File: config.mk
export PLATFORM = sky130hd
export DESIGN_NAME = ci_issuer_flat
export DESIGN_NICKNAME = d
export VERILOG_FILES = /design/src/rtl/ci_issuer_if.sv /design/src/rtl/ci_issuer.sv /design/src/flat_wrapper.sv
export SDC_FILE = /design/constraint.sdc
export NUM_CORES = 1
export LEC_CHECK = 0
export ABC_AREA = 1
export CAP_MARGIN = 20
export CELL_PAD_IN_SITES_DETAIL_PLACEMENT = 0
export CELL_PAD_IN_SITES_GLOBAL_PLACEMENT = 1
export CORE_ASPECT_RATIO = 1.75
export CORE_UTILIZATION = 30
export DETAILED_ROUTE_END_ITERATION = 8
export PLACE_DENSITY = 0.83
export RECOVER_POWER = 25
export SLEW_MARGIN = 0
export SYNTH_ARGS = -nofsm -noshare
export SYNTH_HDL_FRONTEND = slang
export SYNTH_SLANG_ARGS = --single-unit
export TNS_END_PERCENT = 5
File: constraint.sdc
create_clock -name clock -period 3.8 [get_ports clock]
set_input_delay 0.38 -clock clock [delete_from_list [all_inputs] [get_ports clock]]
set_output_delay 0.38 -clock clock [all_outputs]
set_load 0.005 [all_outputs]
File: src/rtl/ci_issuer_if.sv
// Request, custom-instruction bus and response signals between the CPU side and ci_issuer.
interface ci_issuer_if;
    logic        reqValid;
    logic        reqReady;
    logic [7:0]  reqCiN;
    logic [31:0] reqValueA;
    logic [31:0] reqValueB;
    logic        ciStart;
    logic [7:0]  ciN;
    logic [31:0] ciValueA;
    logic [31:0] ciValueB;
    logic        ciDone;
    logic [31:0] ciResult;
    logic        rspValid;
    logic        rspReady;
    logic [31:0] rspResult;
    logic        rspTimeout;
    logic        busy;

    // master: CPU plus responders; slave: the issuer itself
    modport master (
        output reqValid, reqCiN, reqValueA, reqValueB, ciDone, ciResult, rspReady,
        input  reqReady, ciStart, ciN, ciValueA, ciValueB, rspValid, rspResult, rspTimeout, busy
    );
    modport slave (
        input  reqValid, reqCiN, reqValueA, reqValueB, ciDone, ciResult, rspReady,
        output reqReady, ciStart, ciN, ciValueA, ciValueB, rspValid, rspResult, rspTimeout, busy
    );
endinterface

File: src/rtl/ci_issuer.sv
// Issues one custom instruction at a time onto the CI bus and returns its result or a timeout abort.
// Accept at N -> ISSUE at N+1 -> response at N+2 earliest; no new request accepted until the response is consumed.
module ci_issuer #(
    parameter int         TIMEOUT = 16,
    parameter logic [7:0] IDLE_CI = 8'h00
) (
    input  logic        clock,
    input  logic        reset,
    ci_issuer_if.slave  bus
);
    typedef enum logic [1:0] {IDLE, ISSUE, WAIT, RESPOND} state_t;

    localparam logic [7:0] CNT_LAST = 8'(TIMEOUT - 1);

    state_t      state;
    logic [7:0]  wait_cnt;
    logic        req_ready;
    logic        ci_start;
    logic [7:0]  ci_n;
    logic [31:0] ci_value_a;
    logic [31:0] ci_value_b;
    logic        rsp_valid;
    logic [31:0] rsp_result;
    logic        rsp_timeout;
    logic        busy_r;

    // The ci_* registers double as the latched request for the whole ISSUE/WAIT span.
    always_ff @(posedge clock) begin
        if (reset) begin
            state       <= IDLE;
            wait_cnt    <= 8'd0;
            req_ready   <= 1'b1;
            ci_start    <= 1'b0;
            ci_n        <= IDLE_CI;
            ci_value_a  <= 32'd0;
            ci_value_b  <= 32'd0;
            rsp_valid   <= 1'b0;
            rsp_result  <= 32'd0;
            rsp_timeout <= 1'b0;
            busy_r      <= 1'b0;
        end else begin
            case (state)
                IDLE: begin
                    if (bus.reqValid) begin
                        state      <= ISSUE;
                        req_ready  <= 1'b0;
                        busy_r     <= 1'b1;
                        ci_start   <= 1'b1;
                        ci_n       <= bus.reqCiN;
                        ci_value_a <= bus.reqValueA;
                        ci_value_b <= bus.reqValueB;
                        wait_cnt   <= 8'd0;
                    end
                end
                ISSUE, WAIT: begin
                    ci_start <= 1'b0;
                    // Completion wins over timeout when both land in the same cycle.
                    if (bus.ciDone || (state == WAIT && wait_cnt == CNT_LAST)) begin
                        state       <= RESPOND;
                        rsp_valid   <= 1'b1;
                        rsp_result  <= bus.ciDone ? bus.ciResult : 32'd0;
                        rsp_timeout <= ~bus.ciDone;
                        ci_n        <= IDLE_CI;
                        ci_value_a  <= 32'd0;
                        ci_value_b  <= 32'd0;
                    end else begin
                        state <= WAIT;
                        if (state == WAIT) begin
                            wait_cnt <= wait_cnt + 8'd1;
                        end
                    end
                end
                RESPOND: begin
                    if (bus.rspReady) begin
                        state     <= IDLE;
                        rsp_valid <= 1'b0;
                        req_ready <= 1'b1;
                        busy_r    <= 1'b0;
                    end
                end
                default: state <= IDLE;
            endcase
        end
    end

    assign bus.reqReady   = req_ready;
    assign bus.ciStart    = ci_start;
    assign bus.ciN        = ci_n;
    assign bus.ciValueA   = ci_value_a;
    assign bus.ciValueB   = ci_value_b;
    assign bus.rspValid   = rsp_valid;
    assign bus.rspResult  = rsp_result;
    assign bus.rspTimeout = rsp_timeout;
    assign bus.busy       = busy_r;
endmodule

File: src/flat_wrapper.sv
// flat-port wrapper written by rule: the top's interface ports become plain ports
module ci_issuer_flat 
#(
    parameter int         TIMEOUT = 16,
    parameter logic [7:0] IDLE_CI = 8'h00
)
  (clock, reset, bus_reqValid, bus_reqCiN, bus_reqValueA, bus_reqValueB, bus_ciDone, bus_ciResult, bus_rspReady, bus_reqReady, bus_ciStart, bus_ciN, bus_ciValueA, bus_ciValueB, bus_rspValid, bus_rspResult, bus_rspTimeout, bus_busy);
  ci_issuer_if bus_i ();
  input  logic clock;
  input  logic reset;
  input wire logic [$bits(bus_i.reqValid)-1:0] bus_reqValid;
  input wire logic [$bits(bus_i.reqCiN)-1:0] bus_reqCiN;
  input wire logic [$bits(bus_i.reqValueA)-1:0] bus_reqValueA;
  input wire logic [$bits(bus_i.reqValueB)-1:0] bus_reqValueB;
  input wire logic [$bits(bus_i.ciDone)-1:0] bus_ciDone;
  input wire logic [$bits(bus_i.ciResult)-1:0] bus_ciResult;
  input wire logic [$bits(bus_i.rspReady)-1:0] bus_rspReady;
  output wire logic [$bits(bus_i.reqReady)-1:0] bus_reqReady;
  output wire logic [$bits(bus_i.ciStart)-1:0] bus_ciStart;
  output wire logic [$bits(bus_i.ciN)-1:0] bus_ciN;
  output wire logic [$bits(bus_i.ciValueA)-1:0] bus_ciValueA;
  output wire logic [$bits(bus_i.ciValueB)-1:0] bus_ciValueB;
  output wire logic [$bits(bus_i.rspValid)-1:0] bus_rspValid;
  output wire logic [$bits(bus_i.rspResult)-1:0] bus_rspResult;
  output wire logic [$bits(bus_i.rspTimeout)-1:0] bus_rspTimeout;
  output wire logic [$bits(bus_i.busy)-1:0] bus_busy;
  assign bus_i.reqValid = bus_reqValid;
  assign bus_i.reqCiN = bus_reqCiN;
  assign bus_i.reqValueA = bus_reqValueA;
  assign bus_i.reqValueB = bus_reqValueB;
  assign bus_i.ciDone = bus_ciDone;
  assign bus_i.ciResult = bus_ciResult;
  assign bus_i.rspReady = bus_rspReady;
  assign bus_reqReady = bus_i.reqReady;
  assign bus_ciStart = bus_i.ciStart;
  assign bus_ciN = bus_i.ciN;
  assign bus_ciValueA = bus_i.ciValueA;
  assign bus_ciValueB = bus_i.ciValueB;
  assign bus_rspValid = bus_i.rspValid;
  assign bus_rspResult = bus_i.rspResult;
  assign bus_rspTimeout = bus_i.rspTimeout;
  assign bus_busy = bus_i.busy;
  ci_issuer #(.TIMEOUT(TIMEOUT), .IDLE_CI(IDLE_CI)) u_core (.clock(clock), .reset(reset), .bus(bus_i));
endmodule
==> impl_metrics.tcl <==
set metrics [dict create \
    grt_pass1_wl_mm 21.2 \
    place_congestion 0.771 \
    tritoncts "built" \
    fin_skew_ns 0.00960 \
    dp_cells 951 \
    timing.hold.ws_ns 0.455 \
    ir_drop_uv 499 \
    start_util_pct 31.0 \
    yosysWarnings 0 \
    vias_per_cell 4.54 \
    power_density_mw_per_mm2 784 \
    synth_cell_types 23 \
    final_cells 983 \
    worstMarginPinSlew_ns 2.13 \
    critical_path_arrival_ns 3.03 \
    syn-cell-area_mm2 0.00450 \
    clockBufferDepth 2 \
    ctsHoldBuffers 0 \
    p_leak_uw 0.00282 \
    wl_mm 13.6 \
    detail_route.iter0.violations 136 \
    wl_per_cell_um 13.8 \
    dr.pass1.iters 4 \
    cts-htree-levels 4 \
    setup_viol 0 \
    cap_violations 1 \
    violations "max-capacitance violations, max-slew violations" \
    n_antenna_cell 0 \
    fmax_mhz 364 \
    floorplan.rows 58 \
    drive_above_1_share_pct 5.48 \
    fp.dieW_um 94.6 \
    final_cell_mix "nand2_1 (242), clkdlybuf4s50_1 (162), dfxtp_1 (119)" \
    path_clk_slew_ns 0.06 \
    critPathMaxFanout 41 \
    clk_latency_ns 0.41 \
    place_area_mm2 0.00670 \
    avgSynthCellArea_um2 7.68 \
    grt.overflow.total 0 \
    antenna_found_initial 0 \
    die_area_mm2 0.0155 \
    synthCells 586 \
    crit_required_ns 4.08 \
    nets 904 \
    startpoint_type "register" \
    cts_inserted_buffers 17 \
    criticalPathCategory "register to register" \
    layout_commonest_cell "nand2_1" \
    seq_area_frac_synth_pct 52.9 \
    slew_violations 103 \
    period_minus_slack_ns 2.75 \
    slew_headroom_pct -42.1 \
    core_area_mm2 0.0145 \
    ys_seq_elements 119 \
    drc 0 \
    die_h_um 164 \
    area_delta_synth_final_pct 61.3 \
    cts_root_buffer "clkbuf_16" \
    cts_sinks 119 \
    hold_path.class "register to register" \
    vias 4459 \
    rsz0062_at_grt "no" \
    cts_setup_buffers 0 \
    cts_resized 0 \
    postLayoutCellArea_mm2 0.00726 \
    end_kind "register" \
    finalCritPeriodShare_pct 72.3 \
    grt_start_max_net_pins 103 \
    hold_viol 0 \
    finalSetupTns_ns 0 \
    ant_nets 0 \
    status "complete, but fails checks" \
    first_global_vias 4415 \
    ioPinCount 218 \
    grt_usage_pct 17.7 \
    synth_nets 700 \
    io_buffer_count 217 \
    dpl.hpwl_mm 9.55 \
    fin_total_pwr_uw 5690 \
]
-- sequential cells by signal, indices dropped and copies added (netlist names), 2 cells and up --
register and cells:
u_core.state 2, u_core.wait_cnt 8, u_core.bus.ciValueB 32, u_core.bus.rspResult 32, u_core.bus.ciN 8, u_core.bus.ciValueA 32
-- cells in the mapped netlist, drive strengths merged --
cell,instances,area share (%)
ha,5,1.4
nand2,248,21
nand3,14,1.8
a21oi,117,13
xor2,1,0.19
clkbuf,12,1.0
nor2,17,1.5
a21o,1,0.17
xnor2,1,0.19
nor3,3,0.33
dfxtp,119,53
inv,20,1.7
o21ai,5,0.56
nand3b,1,0.17
buf,22,3.6
-- layer usage --
metal  up-vias  wire (um)  track usage, %
li1       2287          -               -
met1      2002       5090            17.7
met2       148       7390            32.9
met3        22        777            4.68
met4         0        341            8.54
met5         -          0               0
-- cell families (layout without fill, tap and decap cells) --
logic type,after synthesis,count (layout),share of synthesized area (%)
adders and majority gates,5,5,1.39
buffers and inverters,54,271,6.23
and+or+nand+nor,283,283,25.2
AOI/OAI and AO/OA,123,123,13.8
DFF,119,119,52.9
xor gates and xnor gates,2,2,0.389
-- critical path: stages, from the launching register on --
cell and delay (ns):
dfxtp_1 0.37, inv_1 0.09, ha_1 0.51, o21ai_1 0.20, inv_1 0.15, nand2_1 0.09, inv_2 0.47, buf_4 0.43
nand2_1 0.10, a21oi_1 0.18
-- final timing paths --
check / slack [ns] / endpoint / from / cells after the start
max reg2reg: 1.05 / u_core.bus.ciValueA[8] / u_core.state[1] / 9
max: 1.05 / u_core.bus.ciValueA[8] / u_core.state[1] / 9
min: 0.46 / u_core.bus.ciValueB[11] / u_core.bus.ciValueB[11] / 2
min reg2reg: 0.46 / u_core.bus.ciValueB[11] / u_core.bus.ciValueB[11] / 2
-- cell type report --
cell class,instances,area [um^2]
inverters,20,75.1
repair buffers,219,2180
fillers,1404,7260
clock buffers,19,433
well taps,180,225
multi-input cells,413,1840
clock inverters,13,126
flip-flops and latches,119,2380
-- per-stage QoR --
step	util [%]	setup WS, ns
finish	50.0	1.05
global route	50.0	0.756
CTS	50.0	1.06
detailed placement	46.2	1.07
global placement	46.2	1.22
floorplan	-	2.21
-- where the power goes --
group	leakage, uW	internal (uW)	switching [uW]	total, uW
Combinational	0.00158	1050	1300	2340
Sequential	0.000974	1650	200	1850
Clock	0.000260	905	593	1500
No activity file was read; power rests on OpenSTA's default activity.
